--- src/rtl/splitter_pkg.sv ---
// ============================================================================
// Package : splitter_pkg
// Purpose : Shared types and constants for stream_packet_splitter.
//           - state_t   : packet parser states
//           - ERR_*     : err_code encodings reported with pkt_err
//           - idx_width : index width helper, never narrower than 1 bit
// Revision: 1.0 - initial release
// ============================================================================
`default_nettype none

package splitter_pkg;

  typedef enum logic [2:0] {
    SYNC   = 3'd0,
    IDLE   = 3'd1,
    ADDR   = 3'd2,
    PIXELS = 3'd3,
    AUDIO  = 3'd4,
    TAIL   = 3'd5
  } state_t;

  localparam logic [1:0] ERR_SHORT = 2'b01;
  localparam logic [1:0] ERR_LONG  = 2'b10;

  // A field of a single byte still needs a 1-bit index signal.
  function automatic int idx_width(input int n);
    return (n > 1) ? $clog2(n) : 1;
  endfunction

endpackage

`default_nettype wire

--- src/rtl/dibit_byte_assembler.sv ---
// ============================================================================
// Module  : dibit_byte_assembler
// Purpose : Collects four 2-bit dibits (LSB first) into a byte.
// Ports   : clk, rst        - clock, asynchronous active-high reset
//           axiiv, axiid    - dibit valid / dibit data
//           clr             - synchronous clear of the dibit counter
//           byte_valid      - combinational: 4th dibit is on axiid this cycle
//           byte_data       - combinational: assembled byte (valid with byte_valid)
//           mid_byte        - dibit counter is non-zero (partial byte held)
// Revision: 1.0 - initial release
// ============================================================================
`default_nettype none

module dibit_byte_assembler (
  input  logic       clk,
  input  logic       rst,
  input  logic       axiiv,
  input  logic [1:0] axiid,
  input  logic       clr,
  output logic       byte_valid,
  output logic [7:0] byte_data,
  output logic       mid_byte
);

  logic [1:0] cnt_q;
  // Holds the first three dibits; the oldest drifts down to [1:0].
  logic [5:0] sh_q;

  always_ff @(posedge clk or posedge rst) begin
    if (rst) begin
      cnt_q <= 2'd0;
      sh_q  <= 6'd0;
    end else if (clr) begin
      cnt_q <= 2'd0;
    end else if (axiiv) begin
      cnt_q <= cnt_q + 2'd1;
      sh_q  <= {axiid, sh_q[5:2]};
    end
  end

  assign byte_valid = axiiv && !clr && (cnt_q == 2'd3);
  assign byte_data  = {axiid, sh_q};
  assign mid_byte   = (cnt_q != 2'd0);

endmodule

`default_nettype wire

--- src/rtl/stream_packet_splitter.sv ---
// ============================================================================
// Module  : stream_packet_splitter
// Purpose : Splits a dibit packet stream into an address header, a counted
//           pixel payload and a counted audio payload, with end-of-packet
//           length checking.
// Ports   : clk, rst                 - clock, asynchronous active-high reset
//           axiiv, axiid             - dibit valid (frames packet) / data
//           addr_axiov, addr         - address pulse / full header address
//           pixel_axiov, pixel,
//           pixel_idx                - pixel byte pulse / data / index
//           audio_axiov, audio,
//           audio_idx                - audio byte pulse / data / index
//           pkt_done                 - packet ended with exact length
//           pkt_err, err_code        - packet malformed / reason (held)
// Revision: 1.0 - initial release
// ============================================================================
`default_nettype none

module stream_packet_splitter
  import splitter_pkg::*;
#(
  parameter int ADDR_BYTES  = 3,
  parameter int PIXEL_BYTES = 320,
  parameter int AUDIO_BYTES = 64,
  parameter int PIX_IDX_W   = idx_width(PIXEL_BYTES),
  parameter int AUD_IDX_W   = idx_width(AUDIO_BYTES)
) (
  input  logic                    clk,
  input  logic                    rst,
  input  logic                    axiiv,
  input  logic [1:0]              axiid,
  output logic                    addr_axiov,
  output logic [8*ADDR_BYTES-1:0] addr,
  output logic                    pixel_axiov,
  output logic [7:0]              pixel,
  output logic [PIX_IDX_W-1:0]    pixel_idx,
  output logic                    audio_axiov,
  output logic [7:0]              audio,
  output logic [AUD_IDX_W-1:0]    audio_idx,
  output logic                    pkt_done,
  output logic                    pkt_err,
  output logic [1:0]              err_code
);

  localparam int ADDR_W     = 8 * ADDR_BYTES;
  localparam int ADDR_CNT_W = idx_width(ADDR_BYTES);

  localparam logic [ADDR_CNT_W-1:0] ADDR_LAST = ADDR_CNT_W'(ADDR_BYTES - 1);
  localparam logic [PIX_IDX_W-1:0]  PIX_LAST  = PIX_IDX_W'(PIXEL_BYTES - 1);
  localparam logic [AUD_IDX_W-1:0]  AUD_LAST  = AUD_IDX_W'(AUDIO_BYTES - 1);

  state_t                  state_q;
  logic [ADDR_CNT_W-1:0]   addr_cnt_q;
  logic [PIX_IDX_W-1:0]    pix_cnt_q;
  logic [AUD_IDX_W-1:0]    aud_cnt_q;
  logic                    long_q;
  logic [ADDR_W-1:0]       addr_acc_q;
  logic [ADDR_W-1:0]       addr_acc_d;

  logic                    byte_valid;
  logic [7:0]              byte_data;
  logic                    mid_byte;
  logic                    asm_clr;

  // Between packets and while resynchronising the assembler is held empty,
  // so the first dibit of every accepted packet is dibit 0 of a byte.
  assign asm_clr = (state_q == SYNC) || !axiiv;

  dibit_byte_assembler u_asm (
    .clk        (clk),
    .rst        (rst),
    .axiiv      (axiiv),
    .axiid      (axiid),
    .clr        (asm_clr),
    .byte_valid (byte_valid),
    .byte_data  (byte_data),
    .mid_byte   (mid_byte)
  );

  // Address bytes arrive MSB first: shift left and append; after ADDR_BYTES
  // bytes the first one sits in the top byte lane.
  assign addr_acc_d = ADDR_W'({addr_acc_q, byte_data});

  always_ff @(posedge clk or posedge rst) begin
    if (rst) begin
      state_q     <= SYNC;
      addr_cnt_q  <= '0;
      pix_cnt_q   <= '0;
      aud_cnt_q   <= '0;
      long_q      <= 1'b0;
      addr_acc_q  <= '0;
      addr_axiov  <= 1'b0;
      addr        <= '0;
      pixel_axiov <= 1'b0;
      pixel       <= '0;
      pixel_idx   <= '0;
      audio_axiov <= 1'b0;
      audio       <= '0;
      audio_idx   <= '0;
      pkt_done    <= 1'b0;
      pkt_err     <= 1'b0;
      err_code    <= '0;
    end else begin
      addr_axiov  <= 1'b0;
      pixel_axiov <= 1'b0;
      audio_axiov <= 1'b0;
      pkt_done    <= 1'b0;
      pkt_err     <= 1'b0;

      case (state_q)
        SYNC: begin
          // Wait for an inter-packet gap before trusting the stream.
          if (!axiiv) state_q <= IDLE;
        end

        IDLE: begin
          if (axiiv) state_q <= ADDR;
        end

        default: begin
          if (!axiiv) begin
            // End of packet: only a fully aligned stop in TAIL is clean.
            if (state_q == TAIL && !mid_byte) begin
              if (long_q) begin
                pkt_err  <= 1'b1;
                err_code <= ERR_LONG;
              end else begin
                pkt_done <= 1'b1;
              end
            end else begin
              pkt_err  <= 1'b1;
              err_code <= ERR_SHORT;
            end
            state_q    <= IDLE;
            addr_cnt_q <= '0;
            pix_cnt_q  <= '0;
            aud_cnt_q  <= '0;
            long_q     <= 1'b0;
          end else if (state_q == TAIL) begin
            long_q <= 1'b1;
          end else if (byte_valid) begin
            case (state_q)
              ADDR: begin
                addr_acc_q <= addr_acc_d;
                if (addr_cnt_q == ADDR_LAST) begin
                  addr       <= addr_acc_d;
                  addr_axiov <= 1'b1;
                  addr_cnt_q <= '0;
                  state_q    <= PIXELS;
                end else begin
                  addr_cnt_q <= addr_cnt_q + 1'b1;
                end
              end

              PIXELS: begin
                pixel       <= byte_data;
                pixel_idx   <= pix_cnt_q;
                pixel_axiov <= 1'b1;
                if (pix_cnt_q == PIX_LAST) begin
                  pix_cnt_q <= '0;
                  state_q   <= AUDIO;
                end else begin
                  pix_cnt_q <= pix_cnt_q + 1'b1;
                end
              end

              AUDIO: begin
                audio       <= byte_data;
                audio_idx   <= aud_cnt_q;
                audio_axiov <= 1'b1;
                if (aud_cnt_q == AUD_LAST) begin
                  aud_cnt_q <= '0;
                  state_q   <= TAIL;
                end else begin
                  aud_cnt_q <= aud_cnt_q + 1'b1;
                end
              end

              default: begin
              end
            endcase
          end
        end
      endcase
    end
  end

endmodule

`default_nettype wire

--- config.mk ---
export PLATFORM = sky130hd
export DESIGN_NAME = stream_packet_splitter
export DESIGN_NICKNAME = d
export VERILOG_FILES = /design/src/rtl/splitter_pkg.sv /design/src/rtl/dibit_byte_assembler.sv /design/src/rtl/stream_packet_splitter.sv
export SDC_FILE = /design/constraint.sdc
export NUM_CORES = 1
export LEC_CHECK = 0
export CAP_MARGIN = 40
export CORE_MARGIN = 2
export CORE_UTILIZATION = 44
export DETAILED_ROUTE_END_ITERATION = 16
export PLACE_DENSITY = 0.67
export SYNTH_ARGS = -nofsm -noshare
export SYNTH_HDL_FRONTEND = slang
export SYNTH_HIERARCHICAL = 1
export SYNTH_SLANG_ARGS = --single-unit
--- constraint.sdc ---
create_clock -name clk -period 5.41 [get_ports clk]
set_input_delay 1.623 -clock clk [delete_from_list [all_inputs] [get_ports clk]]
set_output_delay 1.623 -clock clk [all_outputs]
set_load 0.1 [all_outputs]
==> metrics.txt, run 1 <==
slowest cell on the critical path=or4_1; total routing usage reported by global routing=17.3%; average wire per cell in the routed design=between 10 and 15 microns; commonest cells after routing, fill and taps aside=dfrtp_1 (107), nand2_1 (68), clkdlybuf4s50_1 (66); Setup Viol. Count Final=0; total number of yosys warnings=6; Power Dens Cells=about 240 mW/mm^2; CP Max Fanout=21; first-pass iteration count of the detailed router=4; Fillers=between 700 and 800; post-CTS setup buffer count=0; Detailed Route WL=between 8000 and 9000 microns; chip height=105 microns; timing-limited maximum frequency=0.241 GHz; flop and latch count out of synthesis=~110; area of the core region=0.00982 sq mm; Reg clk slew, reported paths=between 100 and 150 ps; launching element type of the critical path=input port; area of the multi-input gates=between 0.0015 and 0.002 sq mm; mean number of vias per cell=4.95; number of distinct library cells after synthesis=49; TNS Setup=0 ps; maximum number of pins on one net before global-route repair=46; TritonCTS clock tree=yes; Static Leakage=roughly 0.0030 uW; CTS H-Tree Depth=3; cells traversed along the worst timing path=clkdlybuf4s50_1, buf_4, nor2b_4, and2_2, nand4b_2, or2_1, or4_1, o211ai_1; RePlAce Congestion=just over 0.8; max cap viols=0; clock tree root driver cell=clkbuf_8; run status=complete, no violations; final hold violation count=0; DRC marker count from the first detailed-route iteration=between 80 and 90; post-route fraction of the period consumed by the critical path=about three quarters; Die Area=around 0.011 sq mm; Critical Setup Path Class=input port to flip-flop; # resized after CTS=0; minimum period implied by the final worst setup slack=a little over 4000 ps; row count=36; chip width=~100 microns; diode count=0; core occupancy in the finished layout=64.9%; Clock Latency Late Sink=360 ps; post-cts hold buffer count=0; effective utilization at floorplan=45.7%; Mapped Cells=roughly 370; kind of capture point of the worst setup path=flip-flop; async set-reset flop share out of synthesis=100%; initial antenna violation count=0; post-synthesis instance area=0.00448 sq mm; max-slew violation total from the final report=0; combined flip-flop and latch cell area=0.00268 sq mm; largest vdd supply drop=~0.12 mV; number of flops mapped to enable cells by yosys=0; proportion of layout cells with a drive suffix above 1=29.8%; most common flop cell mapped by yosys=dfrtp_1; mean area per synthesized cell=between 10 and 15 sq um; vias in the first global route=3175; number of nets in the layout=~500; first-pass GRT wire length=15500 microns; Detail Route Antenna Nets=0; detailed-route via count=about 3100; register-to-register setup slack=2250 ps; leading cell type in the layout, fill and taps excluded=dfrtp_1; kind of cell adding the most delay to the critical path=simple AND/OR/NAND/NOR gates; delay of the slowest cell on the worst path=about 610 ps; maximum count of clock buffers along a single path=2; Buf+Inv Stages, Crit Path=2; Hold/Removal Path Class=flip-flop to flip-flop; Remaining Overflow, GRT=0; Mapped Nets=approximately 380; relative slew slack=between 40% and 50%; count of input and output buffers=66; worst path arrival time=roughly 4400 ps; setup skew after layout=about 17 ps; unrepaired setup endpoints after global routing=false; area grow syn2layout=42.1%; Num Clock Sinks=~110; IO Pins=67; post-detailed-route DRC marker count=0; Detailed Place HPWL=between 6000 and 7000 microns; slew at the pin closest to its max-slew limit=between 800 and 900 ps; sequential fraction of the synthesis area=about three fifths; cts bufs inserted=9; required time of the critical path=5680 ps
-- flip-flops by register name, summed over array words and instances (netlist names), 6 cells and up --
register    flops
addr           24
addr_acc_q     16
aud_cnt_q       6
audio           8
audio_idx       6
pix_cnt_q       9
pixel           8
pixel_idx       9
u_asm/sh_q      6
-- kinds of logic (layout without fill, tap and decap cells) --
group,count (synthesis),in the layout,share of synthesized area (%)
AND/OR/NAND/NOR,121,121,13.5
flip-flops,107,107,59.7
AO/OA/AOI/OAI,45,45,6.34
buffers and inverters,28,158,3.38
adder cells (fa/ha/maj),4,4,1.12
multiplexers,61,61,15.8
XOR/XNOR,1,1,0.195
-- cells in the mapped netlist (all sizes together) (3+ instances only) --
cell / instances / area, sq um
ha: 4 / 50.1
o22ai: 3 / 25.0
nor2: 11 / 43.8
o31ai: 4 / 30.0
nand2b: 3 / 18.8
or4: 3 / 22.5
mux2: 60 / 698
nand3: 8 / 40.0
nand2: 68 / 255
clkbuf: 3 / 11.3
a21oi: 11 / 55.1
o21ai: 13 / 65.1
nor3: 5 / 36.3
o211ai: 3 / 22.5
buf: 15 / 103
nor2b: 4 / 32.5
a21o: 4 / 30.0
or3: 5 / 31.3
inv: 10 / 37.5
dfrtp: 107 / 2680
-- power breakdown --
group          internal, uW  total (uW)  leakage, uW  switching [uW]
registers               836         891      0.00147            55.4
clock network           177         460    0.0000878             283
logic                  75.9         176      0.00148             100
total                  1090        1530      0.00303             438
-- routing by layer --
layer  GRT usage (%)  vias to the layer above  wire length, microns
met5               0                        -                     0
met4            6.29                        0                   142
met3            2.50                       13                   249
met2            27.4                       60                  4330
met1            24.5                     1535                  4120
li1                -                     1511                     -
-- worst reg2reg max path: stages (launching register included) --
cell and delay (ps):
dfrtp_1 550, o31ai_1 660, nor2b_4 180, and2_2 280, nand4b_2 150, or2_1 600, inv_2 330, nand2_1 170
o211ai_1 100
-- layout make-up --
class | count | share of cell area, %
Timing Repair Buffer | 132 | 25.8
Clock buffer | 10 | 2.00
Inverter | 10 | 0.628
Clock inverter | 6 | 0.942
Multi-Input combinational cell | 232 | 26.0
Sequential cell | 107 | 42.0
Tap cell | 133 | 2.61
-- worst paths after layout --
check / start / cells after the start / endpoint
max: axiiv / 8 / pix_cnt_q[8]
min: pixel_idx[6] / 2 / pixel_idx[6]
max reg2reg: state_q[1] / 8 / pix_cnt_q[8]
min reg2reg: pixel_idx[6] / 2 / pixel_idx[6]
max in group asynchronous: rst / 3 / addr_cnt_q[1]
min in group asynchronous: rst / 2 / addr_acc_q[7]
-- per-stage QoR --
| stage | instances | total power (uW) | setup slack [ps] | instance area, sq um | hold WS, ps |
|---|---|---|---|---|---|
| after floorplan | 367 | 1020 | 1200 | 4480 | 475 |
| after global placement | 552 | 1060 | 994 | 5230 | 461 |
| after detailed placement | 614 | 1090 | 899 | 6180 | 466 |
| after CTS | 630 | 1540 | 1270 | 6370 | 492 |
| after global routing | 630 | 1590 | 1050 | 6370 | 518 |
| final | 630 | 1530 | 1270 | 6370 | 489 |
Power figures use the tool's default switching activity.
==> run 2: changes to the inputs <==
==> constraint.sdc (replaced) <==
create_clock -name clk -period 3.85 [get_ports clk]
set_input_delay 1.155 -clock clk [delete_from_list [all_inputs] [get_ports clk]]
set_output_delay 1.155 -clock clk [all_outputs]
set_load 0.1 [all_outputs]
==> metrics.txt, run 2 (synthesized netlist as in run 1, its figures left out) <==
largest registers=addr x24, addr_acc_q x16; chip width=105 microns (unchanged); worst-case setup slack after placement=331 ps (-568 ps); count of input and output buffers=66 (unchanged); top register by number of flip-flops=addr; CP Max Fanout=10 (-52%); diode count=0 (unchanged); maximum number of pins on one net before global-route repair=55 (+20%); maximum count of clock buffers along a single path=2 (unchanged); Detailed Place HPWL=6000 microns (-5.9%); commonest cells after routing, fill and taps aside=dfrtp_1 (107), nand2_1 (68), buf_4 (59); RePlAce Congestion=0.796 (-3.0%); launching element type of the critical path=input port; max-slew violation total from the final report=0 (unchanged); Hold/Removal Path Class=flip-flop to flip-flop; delay of the slowest cell on the worst path=530 ps (-80 ps); vias in the first global route=2914 (-8.2%); first-pass iteration count of the detailed router=6 (+2); first-pass GRT wire length=14500 microns (-6.4%); Buf+Inv Stages, Crit Path=2 (unchanged); kind of capture point of the worst setup path=flip-flop; slowest cell on the critical path=clkdlybuf4s50_1; Die Area=0.0110 sq mm (unchanged); Detail Route Antenna Nets=0 (unchanged); final design instance area without fill=0.00557 sq mm (-13%); chip height=105 microns (unchanged); CTS H-Tree Depth=3 (unchanged); row count=36 (unchanged); cell area reported after detailed placement=0.00534 sq mm (-14%); TritonCTS clock tree=yes; kind of cell adding the most delay to the critical path=simple AND/OR/NAND/NOR gates; run status=complete, no violations; internal power summed over all cells=1640 uW (+51%); Remaining Overflow, GRT=0 (unchanged); clock tree root driver cell=clkbuf_8; timing-limited maximum frequency=roughly 0.32 GHz; Power Dens Cells=404 mW/mm^2 (+69%); area grow syn2layout=24.3%; net switching fraction of the power=27.2% (-1.6 points); largest vdd supply drop=0.211 mV (+70%); required time of the critical path=4130 ps (-1550 ps); total routing usage reported by global routing=16.3% (-1.1 points); reported net switching power=611 uW (+39%); Num Clock Sinks=107 (unchanged); minimum period implied by the final worst setup slack=about 3100 ps; cts bufs inserted=9 (unchanged); relative slew slack=62.4% (+20 points); cells traversed along the worst timing path=clkdlybuf4s50_1, buf_4, nor2b_4, and2_2, nand4b_2, or2_1, or4_1, o211ai_1; post-route fraction of the period consumed by the critical path=~80%; power after layout=2250 uW (+47%); detailed-route via count=3016 (-3.3%); slew at the pin closest to its max-slew limit=559 ps (-310 ps); number of nets in the layout=457 (-8.8%); Clock Latency Late Sink=370 ps (about the same); # resized after CTS=0 (unchanged); final critical-path setup slack=724 ps (-541 ps); worst path arrival time=3410 ps (-1010 ps); IO Pins=67 (unchanged); average wire per cell in the routed design=14.7 microns (+4.8%); final hold violation count=0 (unchanged); effective utilization at floorplan=45.7% (unchanged); leading cell type in the layout, fill and taps excluded=dfrtp_1; Sequential Power Share=55.5% (-2.8 points); initial antenna violation count=0 (unchanged); Critical Setup Path Class=input port to flip-flop; Fillers=878 (+15%); number of flip-flops under the largest register name=24 (unchanged); post-CTS setup buffer count=0 (unchanged); power share of the combinational group=9.9% (-1.6 points); mean number of vias per cell=5.15 (+4.0%); proportion of layout cells with a drive suffix above 1=34.2% (+4.4 points); setup skew after layout=8.76 ps (-7.91 ps); TNS Setup=0 ps (unchanged); Detailed Route WL=8610 microns (-2.5%); DRC marker count from the first detailed-route iteration=81 (-8.0%); post-detailed-route DRC marker count=0 (unchanged); max cap viols=0 (unchanged); post-cts hold buffer count=0 (unchanged); area of the core region=0.00982 sq mm (unchanged); unrepaired setup endpoints after global routing=false; Setup Viol. Count Final=0 (unchanged); Clk network pwr share=34.6% (+4.5 points); Reg clk slew, reported paths=110 ps (about the same); Static Leakage=0.00282 uW (-6.8%)
[run 2: cell types whose count changed in the layout (fill, tap and decap cells not counted), moves of 2 or more]
cell,change
buf_16,-2
buf_4,+55
buf_8,-48
bufinv_16,+2
clkdlybuf4s50_1,-50
[run 2: metrics by stage]
step / instances / utilization [%] / hold slack (ps)
final: 586 / 56.8 / 491
after floorplan: 367 / - / 475
after CTS: 586 / 56.8 / 500
after detailed placement: 570 / 54.4 / 464
after global routing: 586 / 56.8 / 514
after global placement: 558 / 52.6 / 463
[run 2: cell type report]
cell class                 instances  area [sq um]  area share [%]
timing repair buffer              88           803            14.4
clock inverter                     7           108            1.93
tap                              133           166            2.99
sequential                       107          2680            48.0
multi-input combinational        232          1650            29.7
clock buffer                       9           124            2.22
inverter                          10          40.0           0.718
[run 2: worst reg2reg max path: stages (launching register included)]
cell and delay [ps]:
dfrtp_1 550, o31ai_1 570, nor2b_4 70, and2_2 250
nand4b_2 150, or2_1 300, inv_2 230, nand2_1 140
o211ai_1 100
[run 2: per-layer routing]
metal / track usage (%) / wire (microns) / up-vias / part of all wire (%)
met5: 0 / 0 / - / 0
met4: 4.00 / 99 / 0 / 1.1
met3: 3.81 / 294 / 12 / 3.4
met2: 25.7 / 4130 / 56 / 48
met1: 22.9 / 4090 / 1524 / 47
li1: - / - / 1424 / -
[run 2: worst paths after layout]
path	start	to	slack, ps	cells after the start
worst min register to register	pixel_idx[6]	pixel_idx[6]	490	2
max in group asynchronous	rst	audio[0]	1920	3
min in group asynchronous	rst	u_asm/sh_q[5]	1150	2
worst max register to register	state_q[1]	pix_cnt_q[8]	1370	8
worst max-delay path	axiiv	pix_cnt_q[8]	720	8
worst min-delay path	pixel_idx[6]	pixel_idx[6]	490	2
[run 2: power by group through the flow]
| stage | registers, uW | clock network (uW) | logic (uW) |
|---|---|---|---|
| 6_report | 1250 | 778 | 223 |
| 4_1_cts | 1250 | 798 | 227 |
| 3_3_place_gp | 1270 | 0 | 221 |
| 3_5_place_dp | 1270 | 0 | 226 |
| 5_1_grt | 1260 | 839 | 243 |
| 2_1_floorplan | 1300 | 0 | 132 |
==> run 3: changes to the inputs <==
==> constraint.sdc (replaced) <==
create_clock -name clk -period 3.1 [get_ports clk]
set_input_delay 0.93 -clock clk [delete_from_list [all_inputs] [get_ports clk]]
set_output_delay 0.93 -clock clk [all_outputs]
set_load 0.1 [all_outputs]
==> metrics.txt, run 3 (synthesized netlist as in run 1, its figures left out) <==
Detailed Place HPWL=5950 microns (-0.87%); IO Pins=67 (unchanged); TritonCTS clock tree=yes; Detail Route Antenna Nets=0 (unchanged); chip width=105 microns (unchanged); cts bufs inserted=9 (unchanged); max cap viols=0 (unchanged); initial antenna violation count=0 (unchanged); Clock Latency Late Sink=360 ps (about the same); Static Leakage=0.00276 uW (-2.2%); register-to-register setup slack=680 ps (-690 ps); power after layout=2620 uW (+16%); CP Max Fanout=25 (+15); post-route fraction of the period consumed by the critical path=between 80% and 90%; worst reg2reg path depth=10 (+2); total routing usage reported by global routing=16.3% (+0.022 points); maximum count of clock buffers along a single path=2 (unchanged); Die Area=0.0110 sq mm (unchanged); unrepaired setup endpoints after global routing=false; final design instance area without fill=0.00538 sq mm (-3.5%); run status=complete, no violations; Hold/Removal Path Class=flip-flop to flip-flop; area of the core region=0.00982 sq mm (unchanged); Detailed Route WL=8390 microns (-2.5%); area grow syn2layout=19.9%; Sequential Power Share=59.4% (+3.9 points); delay of the slowest cell on the worst path=510 ps (-20 ps); internal power summed over all cells=1890 uW (+15%); clock tree root driver cell=clkbuf_8; slowest cell on the critical path=clkdlybuf4s50_1; FF-to-FF End=pixel[6]; Reg clk slew, reported paths=100 ps (about the same); largest vdd supply drop=0.225 mV (+6.5%); count of input and output buffers=66 (unchanged); cell area reported after detailed placement=0.00519 sq mm (-2.7%); cells traversed along the worst timing path=clkdlybuf4s50_1, o31ai_1, nor2b_4, and2_2, nand4b_2, nor4_4, buf_12, mux2_2; Buf+Inv Stages, Crit Path=2 (unchanged); row count=36 (unchanged); first-pass iteration count of the detailed router=4 (-2); maximum number of pins on one net before global-route repair=54 (-1.8%); worst hold endpoint=pixel_idx[2]; slew at the pin closest to its max-slew limit=644 ps (+85.6 ps); DRC marker count from the first detailed-route iteration=69 (-15%); launching element type of the critical path=input port; Remaining Overflow, GRT=0 (unchanged); average wire per cell in the routed design=14.5 microns (-1.4%); effective utilization at floorplan=45.7% (unchanged); mean number of vias per cell=5.10 (-0.91%); core occupancy in the finished layout=54.7% (-2.0 points); diode count=0 (unchanged); worst path arrival time=2980 ps (-430 ps); proportion of layout cells with a drive suffix above 1=35.4% (+1.2 points); number of flip-flops under the largest register name=24 (unchanged); worst min-delay path startpoint=pixel_idx[2]; kind of capture point of the worst setup path=flip-flop; power share of the combinational group=10.6% (+0.7 points); Power Dens Cells=487 mW/mm^2 (+20%); Worst Hold Slack=488 ps (-2.29 ps); setup skew after layout=5.38 ps (-3.38 ps); net switching fraction of the power=27.8% (+0.69 points); leading cell type in the layout, fill and taps excluded=dfrtp_1; top register by number of flip-flops=addr; post-cts hold buffer count=0 (unchanged); max-slew violation total from the final report=0 (unchanged); vias in the first global route=2891 (-0.79%); Setup Viol. Count Final=0 (unchanged); largest registers=addr x24, addr_acc_q x16; post-detailed-route DRC marker count=0 (unchanged); post-CTS setup buffer count=0 (unchanged); commonest cells after routing, fill and taps aside=dfrtp_1 (107), buf_4 (74), nand2_1 (68); TNS Setup=0 ps (unchanged); timing-limited maximum frequency=0.368 GHz; Critical Setup Path Class=input port to flip-flop; relative slew slack=57.1% (-5.4 points); final hold violation count=0 (unchanged); detailed-route via count=2953 (-2.1%); required time of the critical path=3360 ps (-770 ps); Hold Path Cell Cnt=2 (unchanged); kind of cell adding the most delay to the critical path=simple AND/OR/NAND/NOR gates; # resized after CTS=0 (unchanged); Clk network pwr share=30.0% (-4.6 points); reported net switching power=729 uW (+19%); Num Clock Sinks=107 (unchanged); minimum period implied by the final worst setup slack=~2700 ps; number of nets in the layout=450 (-1.5%); first-pass GRT wire length=14400 microns (-0.48%); Fillers=883 (+0.57%); FF-to-FF Start=state_q[1]; RePlAce Congestion=0.778 (-2.3%); CTS H-Tree Depth=3 (unchanged); chip height=105 microns (unchanged)
[run 3: cell types whose count changed in the layout (fill, tap and decap cells not counted)]
cell	delta
buf_8	-12
buf_4	+15
inv_8	-2
inv_4	-1
clkbuf_1	+2
buf_12	+2
clkbuf_8	+1
clkinv_4	+2
clkdlybuf4s50_1	-12
bufinv_16	-2
[run 3: area by class of cell]
type,instances,area [sq um],area share (%)
tap,133,166,3.10
multi-input combinational,232,1650,30.8
clock buffer,12,145,2.70
clock inverter,4,35.0,0.652
sequential,107,2680,49.8
timing repair buffer,81,656,12.2
inverter,10,41.3,0.768
[run 3: worst reg2reg max path, cell delays in order, from the launching register on]
cell and delay [ps]:
dfrtp_1 560, o31ai_1 590, nor2b_4 70, and2_2 230
nand4b_2 150, or2_1 170, buf_4 170, inv_2 90
buf_4 170, nand2_1 60, nand2_1 50
[run 3: power by group through the flow]
stage | Clock, uW | Combinational (uW) | Sequential, uW
6_report | 786 | 276 | 1550
5_1_grt | 863 | 298 | 1570
4_1_cts | 817 | 280 | 1560
3_5_place_dp | 0 | 280 | 1580
3_3_place_gp | 0 | 272 | 1580
2_1_floorplan | 0 | 165 | 1610
[run 3: worst max path at each step]
stage          startpoint       end  slack (ps)  depth (start not counted)
6_report            axiiv   addr[9]         380                          8
5_1_grt             axiiv  pixel[6]         260                         11
4_1_cts             axiiv  addr[12]         380                          8
3_5_place_dp        axiiv   addr[9]         -20                          8
3_3_place_gp        axiiv  addr[22]          40                          8
2_1_floorplan       axiiv   addr[0]           8                         10
[run 3: through the flow]
stage               setup WS (ps)  instances
detailed placement          -15.4        563
CTS                           380        579
global placement             38.5        563
global route                  256        579
finish                        380        579
floorplan                    8.34        367
[run 3: per-layer routing]
layer	GRT usage [%]	share of wire (%)	vias up
met3	2.56	3.6	9
li1	-	-	1412
met5	0	0	-
met2	26.3	47	53
met4	7.43	1.9	0
met1	21.8	47	1479
